`src/rtl/video_win_pkg.sv`:
```
// Shared types and home-layout helpers for the video window mover.
package video_win_pkg;

  typedef enum logic [1:0] {
    StIdle,
    StCalc,
    StAddr,
    StDone
  } vwm_state_e;

  // Bits needed to hold a coordinate in 0..extent (XW / YW).
  function automatic int unsigned coord_w(input int unsigned extent);
    return $clog2(extent + 1);
  endfunction

  function automatic int unsigned home_x(input int unsigned k, input int unsigned cols,
                                         input int unsigned win_w);
    return (k % cols) * win_w;
  endfunction

  function automatic int unsigned home_y(input int unsigned k, input int unsigned cols,
                                         input int unsigned win_h);
    return (k / cols) * win_h;
  endfunction

  // 1 means the positive direction.
  function automatic logic init_dx(input int unsigned k);
    return (k % 2) == 0;
  endfunction

  function automatic logic init_dy(input int unsigned k, input int unsigned cols);
    return k < cols;
  endfunction

endpackage

```
`src/rtl/vwm_sync_edge.sv`:
```
// Two-flop synchroniser followed by a rising-edge detector.
module vwm_sync_edge (
  input  logic I_sys_clk,
  input  logic I_rst_n,
  input  logic I_sig,
  output logic O_rise
);

  logic [2:0] sh_q, sh_d;

  always_comb sh_d = {sh_q[1:0], I_sig};

  always_ff @(posedge I_sys_clk or negedge I_rst_n) begin
    if (!I_rst_n) sh_q <= '0;
    else          sh_q <= sh_d;
  end

  // sh_q[1] is the synced level, sh_q[2] its previous value.
  assign O_rise = sh_q[1] & ~sh_q[2];

endmodule

```
`src/rtl/video_window_mover.sv`:
```
// Bounces CH_NUM video windows around the frame once per vsync and derives their DDR
// start addresses; all outputs change together when an update completes.
module video_window_mover
  import video_win_pkg::*;
#(
  parameter int unsigned CH_NUM         = 4,
  parameter int unsigned GRID_COLS      = 2,
  parameter int unsigned H_ACT          = 1280,
  parameter int unsigned V_ACT          = 720,
  parameter int unsigned WIN_W          = 640,
  parameter int unsigned WIN_H          = 360,
  parameter int unsigned STEP           = 2,
  parameter int unsigned PIX_BYTES      = 4,
  parameter int unsigned BASE_ADDR      = 0,
  parameter int unsigned AXI_ADDR_WIDTH = 29,
  localparam int unsigned XW            = coord_w(H_ACT),
  localparam int unsigned YW            = coord_w(V_ACT)
) (
  input  logic                             I_sys_clk,
  input  logic                             I_rst_n,
  input  logic                             I_vs,
  input  logic                             I_move_en,
  output logic [CH_NUM*XW-1:0]             O_win_x,
  output logic [CH_NUM*YW-1:0]             O_win_y,
  output logic [CH_NUM*AXI_ADDR_WIDTH-1:0] O_win_addr,
  output logic                             O_upd_done,
  output logic                             O_busy
);

  localparam int unsigned AW   = AXI_ADDR_WIDTH;
  localparam int unsigned KW   = (CH_NUM > 1) ? $clog2(CH_NUM) : 1;
  localparam int unsigned XMAX = H_ACT - WIN_W;
  localparam int unsigned YMAX = V_ACT - WIN_H;
  localparam logic [KW-1:0] KLast = KW'(CH_NUM - 1);

  if (CH_NUM < 1 || CH_NUM > 8) begin : g_bad_ch
    $error("CH_NUM must be 1..8");
  end
  if (WIN_W > H_ACT || WIN_H > V_ACT) begin : g_bad_win
    $error("window larger than frame");
  end
  if (STEP == 0) begin : g_bad_step
    $error("STEP must be nonzero");
  end
  if (GRID_COLS == 0) begin : g_bad_cols
    $error("GRID_COLS must be nonzero");
  end else begin : g_home_chk
    for (genvar g = 0; g < CH_NUM; g++) begin : g_ch
      if (home_x(g, GRID_COLS, WIN_W) + WIN_W > H_ACT ||
          home_y(g, GRID_COLS, WIN_H) + WIN_H > V_ACT) begin : g_bad_home
        $error("home position outside frame");
      end
    end
  end

  // Address arithmetic done at AW bits wraps exactly like truncating the full result.
  function automatic logic [AW-1:0] pix_addr(input logic [XW-1:0] x, input logic [YW-1:0] y);
    return AW'(BASE_ADDR) + (AW'(y) * AW'(H_ACT) + AW'(x)) * AW'(PIX_BYTES);
  endfunction

  function automatic logic [XW-1:0] hx(input int unsigned k);
    return XW'(home_x(k, GRID_COLS, WIN_W));
  endfunction

  function automatic logic [YW-1:0] hy(input int unsigned k);
    return YW'(home_y(k, GRID_COLS, WIN_H));
  endfunction

  logic vs_rise;

  vwm_sync_edge u_vs_sync (
    .I_sys_clk (I_sys_clk),
    .I_rst_n   (I_rst_n),
    .I_sig     (I_vs),
    .O_rise    (vs_rise)
  );

  logic [1:0] men_q, men_d;

  vwm_state_e      state_q, state_d;
  logic [KW-1:0]   k_q, k_d;
  logic            move_q, move_d;
  logic [XW-1:0]   x_q [CH_NUM];
  logic [XW-1:0]   x_d [CH_NUM];
  logic [YW-1:0]   y_q [CH_NUM];
  logic [YW-1:0]   y_d [CH_NUM];
  logic [CH_NUM-1:0] dx_q, dx_d, dy_q, dy_d;
  logic [AW-1:0]   addr_q [CH_NUM];
  logic [AW-1:0]   addr_d [CH_NUM];
  logic [XW-1:0]   out_x_q [CH_NUM];
  logic [XW-1:0]   out_x_d [CH_NUM];
  logic [YW-1:0]   out_y_q [CH_NUM];
  logic [YW-1:0]   out_y_d [CH_NUM];
  logic [AW-1:0]   out_addr_q [CH_NUM];
  logic [AW-1:0]   out_addr_d [CH_NUM];

  always_comb begin
    men_d      = {men_q[0], I_move_en};
    state_d    = state_q;
    k_d        = k_q;
    move_d     = move_q;
    x_d        = x_q;
    y_d        = y_q;
    dx_d       = dx_q;
    dy_d       = dy_q;
    addr_d     = addr_q;
    out_x_d    = out_x_q;
    out_y_d    = out_y_q;
    out_addr_d = out_addr_q;

    unique case (state_q)
      StIdle: begin
        if (vs_rise) begin
          state_d = StCalc;
          k_d     = '0;
          move_d  = men_q[1];
        end
      end
      StCalc: begin
        if (!move_q) begin
          x_d[k_q]  = hx(32'(k_q));
          y_d[k_q]  = hy(32'(k_q));
          dx_d[k_q] = init_dx(32'(k_q));
          dy_d[k_q] = init_dy(32'(k_q), GRID_COLS);
        end else begin
          if (dx_q[k_q]) begin
            if (32'(x_q[k_q]) + STEP >= XMAX) begin
              x_d[k_q]  = XW'(XMAX);
              dx_d[k_q] = 1'b0;
            end else begin
              x_d[k_q] = x_q[k_q] + XW'(STEP);
            end
          end else if (32'(x_q[k_q]) <= STEP) begin
            x_d[k_q]  = '0;
            dx_d[k_q] = 1'b1;
          end else begin
            x_d[k_q] = x_q[k_q] - XW'(STEP);
          end

          if (dy_q[k_q]) begin
            if (32'(y_q[k_q]) + STEP >= YMAX) begin
              y_d[k_q]  = YW'(YMAX);
              dy_d[k_q] = 1'b0;
            end else begin
              y_d[k_q] = y_q[k_q] + YW'(STEP);
            end
          end else if (32'(y_q[k_q]) <= STEP) begin
            y_d[k_q]  = '0;
            dy_d[k_q] = 1'b1;
          end else begin
            y_d[k_q] = y_q[k_q] - YW'(STEP);
          end
        end
        if (k_q == KLast) begin
          k_d     = '0;
          state_d = StAddr;
        end else begin
          k_d = k_q + 1'b1;
        end
      end
      StAddr: begin
        addr_d[k_q] = pix_addr(x_q[k_q], y_q[k_q]);
        if (k_q == KLast) begin
          k_d     = '0;
          state_d = StDone;
          // Shadow-to-output copy lands on the edge that opens DONE, so the
          // done pulse coincides with the new values.
          out_x_d    = x_q;
          out_y_d    = y_q;
          out_addr_d = addr_d;
        end else begin
          k_d = k_q + 1'b1;
        end
      end
      StDone:  state_d = StIdle;
      default: state_d = StIdle;
    endcase
  end

  always_ff @(posedge I_sys_clk or negedge I_rst_n) begin
    if (!I_rst_n) begin
      men_q   <= '0;
      state_q <= StIdle;
      k_q     <= '0;
      move_q  <= 1'b0;
      for (int unsigned k = 0; k < CH_NUM; k++) begin
        x_q[k]        <= hx(k);
        y_q[k]        <= hy(k);
        dx_q[k]       <= init_dx(k);
        dy_q[k]       <= init_dy(k, GRID_COLS);
        addr_q[k]     <= pix_addr(hx(k), hy(k));
        out_x_q[k]    <= hx(k);
        out_y_q[k]    <= hy(k);
        out_addr_q[k] <= pix_addr(hx(k), hy(k));
      end
    end else begin
      men_q      <= men_d;
      state_q    <= state_d;
      k_q        <= k_d;
      move_q     <= move_d;
      x_q        <= x_d;
      y_q        <= y_d;
      dx_q       <= dx_d;
      dy_q       <= dy_d;
      addr_q     <= addr_d;
      out_x_q    <= out_x_d;
      out_y_q    <= out_y_d;
      out_addr_q <= out_addr_d;
    end
  end

  for (genvar g = 0; g < CH_NUM; g++) begin : g_pack
    assign O_win_x[g*XW +: XW]       = out_x_q[g];
    assign O_win_y[g*YW +: YW]       = out_y_q[g];
    assign O_win_addr[g*AW +: AW]    = out_addr_q[g];
  end

  assign O_upd_done = (state_q == StDone);
  assign O_busy     = (state_q != StIdle);

endmodule

```
`config.mk`:
```
export PLATFORM = sky130hd
export DESIGN_NAME = video_window_mover
export DESIGN_NICKNAME = d
export VERILOG_FILES = /design/src/rtl/video_win_pkg.sv /design/src/rtl/vwm_sync_edge.sv /design/src/rtl/video_window_mover.sv
export SDC_FILE = /design/constraint.sdc
export NUM_CORES = 1
export LEC_CHECK = 0
export CORE_UTILIZATION = 40
export DETAILED_ROUTE_END_ITERATION = 10
export PLACE_DENSITY = 0.58
export SETUP_SLACK_MARGIN = 0.2
export SLEW_MARGIN = 5
export SYNTH_ARGS = -nofsm -noshare
export SYNTH_HDL_FRONTEND = slang
export SYNTH_HIERARCHICAL = 1
export SYNTH_SLANG_ARGS = --single-unit
```
`constraint.sdc`:
```
create_clock -name I_sys_clk -period 6.6 [get_ports I_sys_clk]
set_input_delay 0.99 -clock I_sys_clk [delete_from_list [all_inputs] [get_ports I_sys_clk]]
set_output_delay 0.99 -clock I_sys_clk [all_outputs]
set_load 0.05 [all_outputs]
```
## Word level (Yosys, flattened, before mapping)

Cells that the tools add are included.

| storage, ports and cells | value |
|---|---|
| register bits | 418 |
| bits of input ports | 4 |
| output and inout bits | 202 |
| word-level logic and storage cells | 143 |

| operators by class | value |
|---|---|
| add/sub/neg operators | 8 |
| multipliers | 3 |
| magnitude comparators | 9 |
| eq/ne operators | 11 |
| muxes and demuxes | 50 |
| bitwise logic cells | 18 |
| reductions and logical operators | 13 |

Operator list:

| operator | count |
|---|---|
| 44-bit two-way mux | 4 |
| 40-bit two-way mux | 4 |
| 44-bit bitwise mux | 3 |
| 40-bit bitwise mux | 3 |
| 116-bit bitwise mux | 1 |
| 29-bit demux with 2-bit select | 1 |
| 44-bit AND | 1 |
| 44-bit NOT | 1 |
| 40-bit AND | 1 |
| 40-bit NOT | 1 |
| 36-bit AND | 1 |
| 36-bit NOT | 1 |
| 11-bit two-way mux | 3 |
| 32-bit logical NOT | 1 |
| 4-bit two-way mux | 8 |
| 10-bit two-way mux | 3 |
| 29-bit two-way mux | 1 |
| 24-bit AND | 1 |
| 24-bit NOT | 1 |
| 21-bit by 11-bit adder with 22-bit output | 1 |
| 11-bit binary-select mux with 2-bit select | 1 |
| 11-bit demux with 2-bit select | 1 |
| 10-bit binary-select mux with 2-bit select | 1 |
| 10-bit demux with 2-bit select | 1 |
| other kinds (46) | 67 |

## Depth between registers and ports, before layout

| depth | value |
|---|---|
| word-level depth | 10 |
| gate-level depth with buffers | 18 |
| mapped depth without buffers | 12 |

## Cells and area by module

Netlist, hierarchy kept.

Modules (own cells, without submodules):

| module | instances | cells each | area an instance (um2) | sequential area each (um2) |
|---|---|---|---|---|
| video_window_mover | 1 | 1962 | 18785.5 | 9716.8 |
| vwm_sync_edge | 1 | 4 | 88.8 | 75.1 |

## Worst setup path after synthesis

OpenSTA, ideal clock, no wires.

| timing | value |
|---|---|
| path type | register to register |
| start point | register k_q[0] |
| end point | register out_addr_q, in the netlist O_win_addr[109] |
| setup time | 0.084 ns |
| arrival | 4.531 ns |
| required time | 6.516 ns |
| path slack | 1.986 ns |
| stages on the path, launching flop included | 16 |
| buffers on the path | 4 |
| period minus slack after synthesis | 4.614 ns |
| path through | dfrtp_1 > buf_6 > buf_12 > buf_12 > mux4_2 > buf_6 > ha_1 > ha_1 > fa_1 > xnor2_1 > or3b_2 > nor3b_1 > nor4b_1 > and4bb_2 > a221oi_1 > a31oi_1 |

| between the ends | value |
|---|---|
| longest elaborated chain between the ends | 7 |
| elaborated cells on any way between the ends | 17 |
| those cells by class | add/sub: 1; mul: 1; order compare: 2; eq/ne: 1; mux: 9; bitwise: 1; reduce/logical: 2 |

RTL lines:

| element | RTL line | text |
|---|---|---|
| start: declaration | video_window_mover.sv:81 | `logic [KW-1:0] k_q, k_d;` |
| start signal: assignment | video_window_mover.sv:199 | `k_q <= k_d;` |
| 2-bit NOT with 3-bit output (implied by the code) | video_window_mover.sv:162 | `addr_d[k_q] = pix_addr(x_q[k_q], y_q[k_q]);` |
| 10-bit binary-select mux with 2-bit select | video_window_mover.sv:162 |  |
| 10-bit two-way mux (implied by the code) (2 in a row) | video_window_mover.sv:162 |  |
| 10-bit by 3-bit multiplier with 13-bit output | video_window_mover.sv:58 | `return AW'(BASE_ADDR) + (AW'(y) * AW'(H_ACT) + AW'(x)) * AW'(PIX_BYTES);` |
| 21-bit by 11-bit adder with 22-bit output | video_window_mover.sv:58 |  |
| 116-bit bitwise mux | video_window_mover.sv:162 |  |
| end signal: indexed assignment | video_window_mover.sv:194 | `out_addr_q[k] <= pix_addr(hx(k), hy(k));` |
| end signal: assignment | video_window_mover.sv:208 | `out_addr_q <= out_addr_d;` |
| end: declaration | video_window_mover.sv:94 | `logic [AW-1:0] out_addr_q [CH_NUM];` |

Several ways; a longest one is shown, not always the timed one. The select of a mux whose other input is x is not followed.
A chain may end at the register's enable or synchronous reset.

## Worst setup path after layout

| timing | value |
|---|---|
| start point | register k_q[0] |
| end point | register addr_q[80] in the netlist's numbering |

| between the ends | value |
|---|---|
| longest elaborated chain between the ends | 7 |
| elaborated cells on any way between the ends | 15 |
| those cells by class | add/sub: 1; mul: 1; order compare: 2; mux: 9; bitwise: 1; reduce/logical: 1 |

RTL lines:

| element | RTL line | text |
|---|---|---|
| 2-bit NOT with 3-bit output (implied by the code) * | video_window_mover.sv:162 |  |
| 10-bit binary-select mux with 2-bit select | video_window_mover.sv:162 |  |
| 10-bit two-way mux (implied by the code) (2 in a row) | video_window_mover.sv:162 |  |
| 10-bit by 3-bit multiplier with 13-bit output | video_window_mover.sv:58 |  |
| 21-bit by 11-bit adder with 22-bit output | video_window_mover.sv:58 |  |
| 116-bit bitwise mux * | video_window_mover.sv:162 |  |
| end signal: indexed assignment | video_window_mover.sv:191 | `addr_q[k] <= pix_addr(hx(k), hy(k));` |
| end signal: assignment | video_window_mover.sv:205 | `addr_q <= addr_d;` |
| end: declaration | video_window_mover.sv:88 | `logic [AW-1:0] addr_q [CH_NUM];` |

Every way passes the cells marked *; elsewhere a longest branch is shown, timed or not. The select of a mux whose other input is x is not followed.

==> results.toml <==
[detailed_routing]
postRouteWirelength_mm = 54.1
antenna_violating_nets_post_route = 0
via_per_inst = 5.42
wl_per_cell_um = 19.8
number_of_remaining_drc_errors = 0
via_count = 14800
drt-pass1-iter-count = 5
first_iter_violations = 1210

[setup_path]
critical_path.startpoint = "k_q[0]$_DFFE_PN0P_"
r2r-start = "k_q[0]$_DFFE_PN0P_"
path_max_fanout = 18
crit_path_end_kind = "flop"
crit_path_start_kind = "flop"
worst-endpoint-arrival_ns = 5.79
class_of_the_most_critical_setup_path = "reg -> reg"
crit_required_ns = 7.09

[global_routing]
grt.overflow.total = 0
grt_antenna_before_repair = 1
global_route_wire_length_before_repair_mm = 85.2
vias_in_the_first_global_route = 14500
grt_max_degree = 171
gr-usage-all-layers_pct = 22.9

[timing]
rsz0062_at_grt = "no"
setup_viol_count_final = 0
skew_ns = 0.0160
worst_slack_ns = 1.30
timing.max_slew.rel_slack_pct = 23.4
fin_setup_tns_ns = 0
tightestPinTransition_ns = 1.15
finalHoldViolCount = 0
max_freq_mhz = 189
hold_ws_ns = 0.350
timing_max_transition_violations_final = 0
final_cycle_share_pct = 80.3
period_needed_ns = 5.30

[yosys]
yosys_warnings = 6
synth_top_area_share_pct = 45.5
synth-edff-count = 0
yosysMostFrequentCell = "nand2_1"
asyncSetResetFlopFracSynth_pct = 100
seq_area_frac_synth_pct = 51.9
syn_avg_cell_area_um2 = 9.60
synth_commonest_cells = "574 x nand2_1, 343 x dfrtp_1, 183 x o21ai_0, 96 x clkbuf_1, 78 x nor2_1"
synth.largest_area_cell = "dfrtp_1"
synth.area.top_cells = "dfrtp_1 45%, nand2_1 11%, dfstp_2 6.4%"
count_of_mapped_cells_out_of_synthesis = 1966
synth_fp_nets = 2005
synth.cell_area_um2 = 18900
yosys.cell_types.count = 85
synth.ff_latch_count = 389
synth_top_flop_cell = "dfrtp_1"

[clocking]
postCtsSetupBuffers = 0
htreeDepth = 2
clockRootBuffer = "clkbuf_16"
tritoncts = "yes"
clock_edge_transition_at_the_registers_on_the_reported_setup_and_hold_paths_ns = 0.07
maximum_count_of_clock_buffers_along_a_single_path = 3
post_cts_resized = 0
worstSkewPairLatency_ns = 0.58
tritoncts.num_buffers = 43
ctsHoldBuffers = 0
numClockSinks = 389

[layout]
drive_above_1_share_pct = 10.4
final_core_util_pct = 48.7
sequential_cell_area_um2 = 9790
areaGrowthSynthToFinish_pct = 20.2
insertedDiodeCount = 0
multi_input_comb_area_um2 = 8310
fin_nets = 2130
finalNonFillerCells = 2731
num-fill-cells = 4430

[power]
vdd_drop_max_uv = 310
power_density_over_the_cells_nw_per_um2 = 570
power_leakage_uw = 0.0101

[floorplanning]
number_of_i_o_pins = 206
design.die.area_um2 = 48100
floorplan.initialDensity_pct = 40.5
die_width_um = 219
row_count = 79
core_um2 = 46600
die_y_um = 219

[min_path]
hp-class = "reg -> reg"
hp-start = "men_q[0]$_DFF_PN0_"

[place]
dp_worst_setup_slack_ns = 1.34
gp_congestion = 0.882
dp_hpwl_mm = 36.4
place.port_buffers = 205
post-place-cells = 2653

[run_status]
run_status = "finished clean"

[run]
maxCapViolations = 0
## cell type report
class	count	area share, %
Multi-Input combinational cell	1413	36.6
Clock buffer	61	5.53
Sequential cell	389	43.2
Timing Repair Buffer	223	9.78
Tap cell	607	3.35
Clock inverter	17	1.20
Inverter	21	0.348
## critical path, stage by stage, from the launching register on
cell and delay, ns:
dfrtp_1 0.79, buf_4 0.45, mux4_2 0.63, ha_1 0.21, ha_1 0.21, fa_1 0.40
xnor2_1 0.18, or3b_2 0.51, nor3b_1 0.45, nor4b_1 0.68, and4bb_2 0.33, a221oi_1 0.12
a31oi_1 0.25
## registers in the layout (all words and copies together), names as in the netlist, named ones only
register and cells:
O_win_y 40, move_q 1, men_q 2, state_q 2
addr_q 87, O_win_addr 116, k_q 2, y_q 40
x_q 44, u_vs_sync/sh_q 3, O_win_x 44
## cell families after synthesis
group	count (synthesis)	synth area share, %
muxes	101	7.20
and+or+nand+nor	831	19.3
xor gates and xnor gates	40	1.86
buffers and inverters	164	4.19
adders and majority gates	35	2.40
AOI/OAI and AO/OA	406	13.2
DFF	389	51.9
## through the flow
step | power, uW | area, um2
final | 12900 | 22700
after global routing | 13700 | 22700
after CTS | 13000 | 22700
after detailed placement | 10400 | 21200
after global placement | 10300 | 21200
after floorplan | 8300 | 18900
## cells in the final DEF, fill, tap and decap left out, types with 31 or more instances in the layout
cell type and n:
nand2_1 573, o21ai_0 183, clkdlybuf4s50_1 204, dfstp_2 46
mux2i_1 42, clkbuf_16 43, and2_1 44, a21oi_1 63
dfrtp_1 343, mux2_2 35, ha_1 31, nor2_1 78
## path summary, 6_finish.rpt
kind | to | slack (ns) | cells past startpoint
min in group asynchronous | O_win_addr[24]$_DFFE_PN0P_ | 0.39 | 1
hold / removal | men_q[1]$_DFF_PN0_ | 0.35 | 0
max in group asynchronous | O_win_x[16]$_DFFE_PN0P_ | 4.73 | 2
hold reg to reg | men_q[1]$_DFF_PN0_ | 0.35 | 0
setup reg to reg | addr_q[80]$_DFFE_PN0P_ | 1.30 | 12
setup / recovery | addr_q[80]$_DFFE_PN0P_ | 1.30 | 12
## power by group
group	internal (uW)	total [uW]	switching (uW)
clock network	1560	2580	1010
registers	3150	3700	553
logic	2100	6650	4550
total	6810	12900	6110
## routing by layer
layer / track usage [%] / routed length, um / up-vias
met4: 7.22 / 1470 / 0
met3: 3.35 / 2780 / 101
met5: 0 / 0 / -
met1: 31.8 / 24100 / 7298
li1: - / - / 6972
met2: 37.0 / 25700 / 422
(Power assumes the default switching activity.)
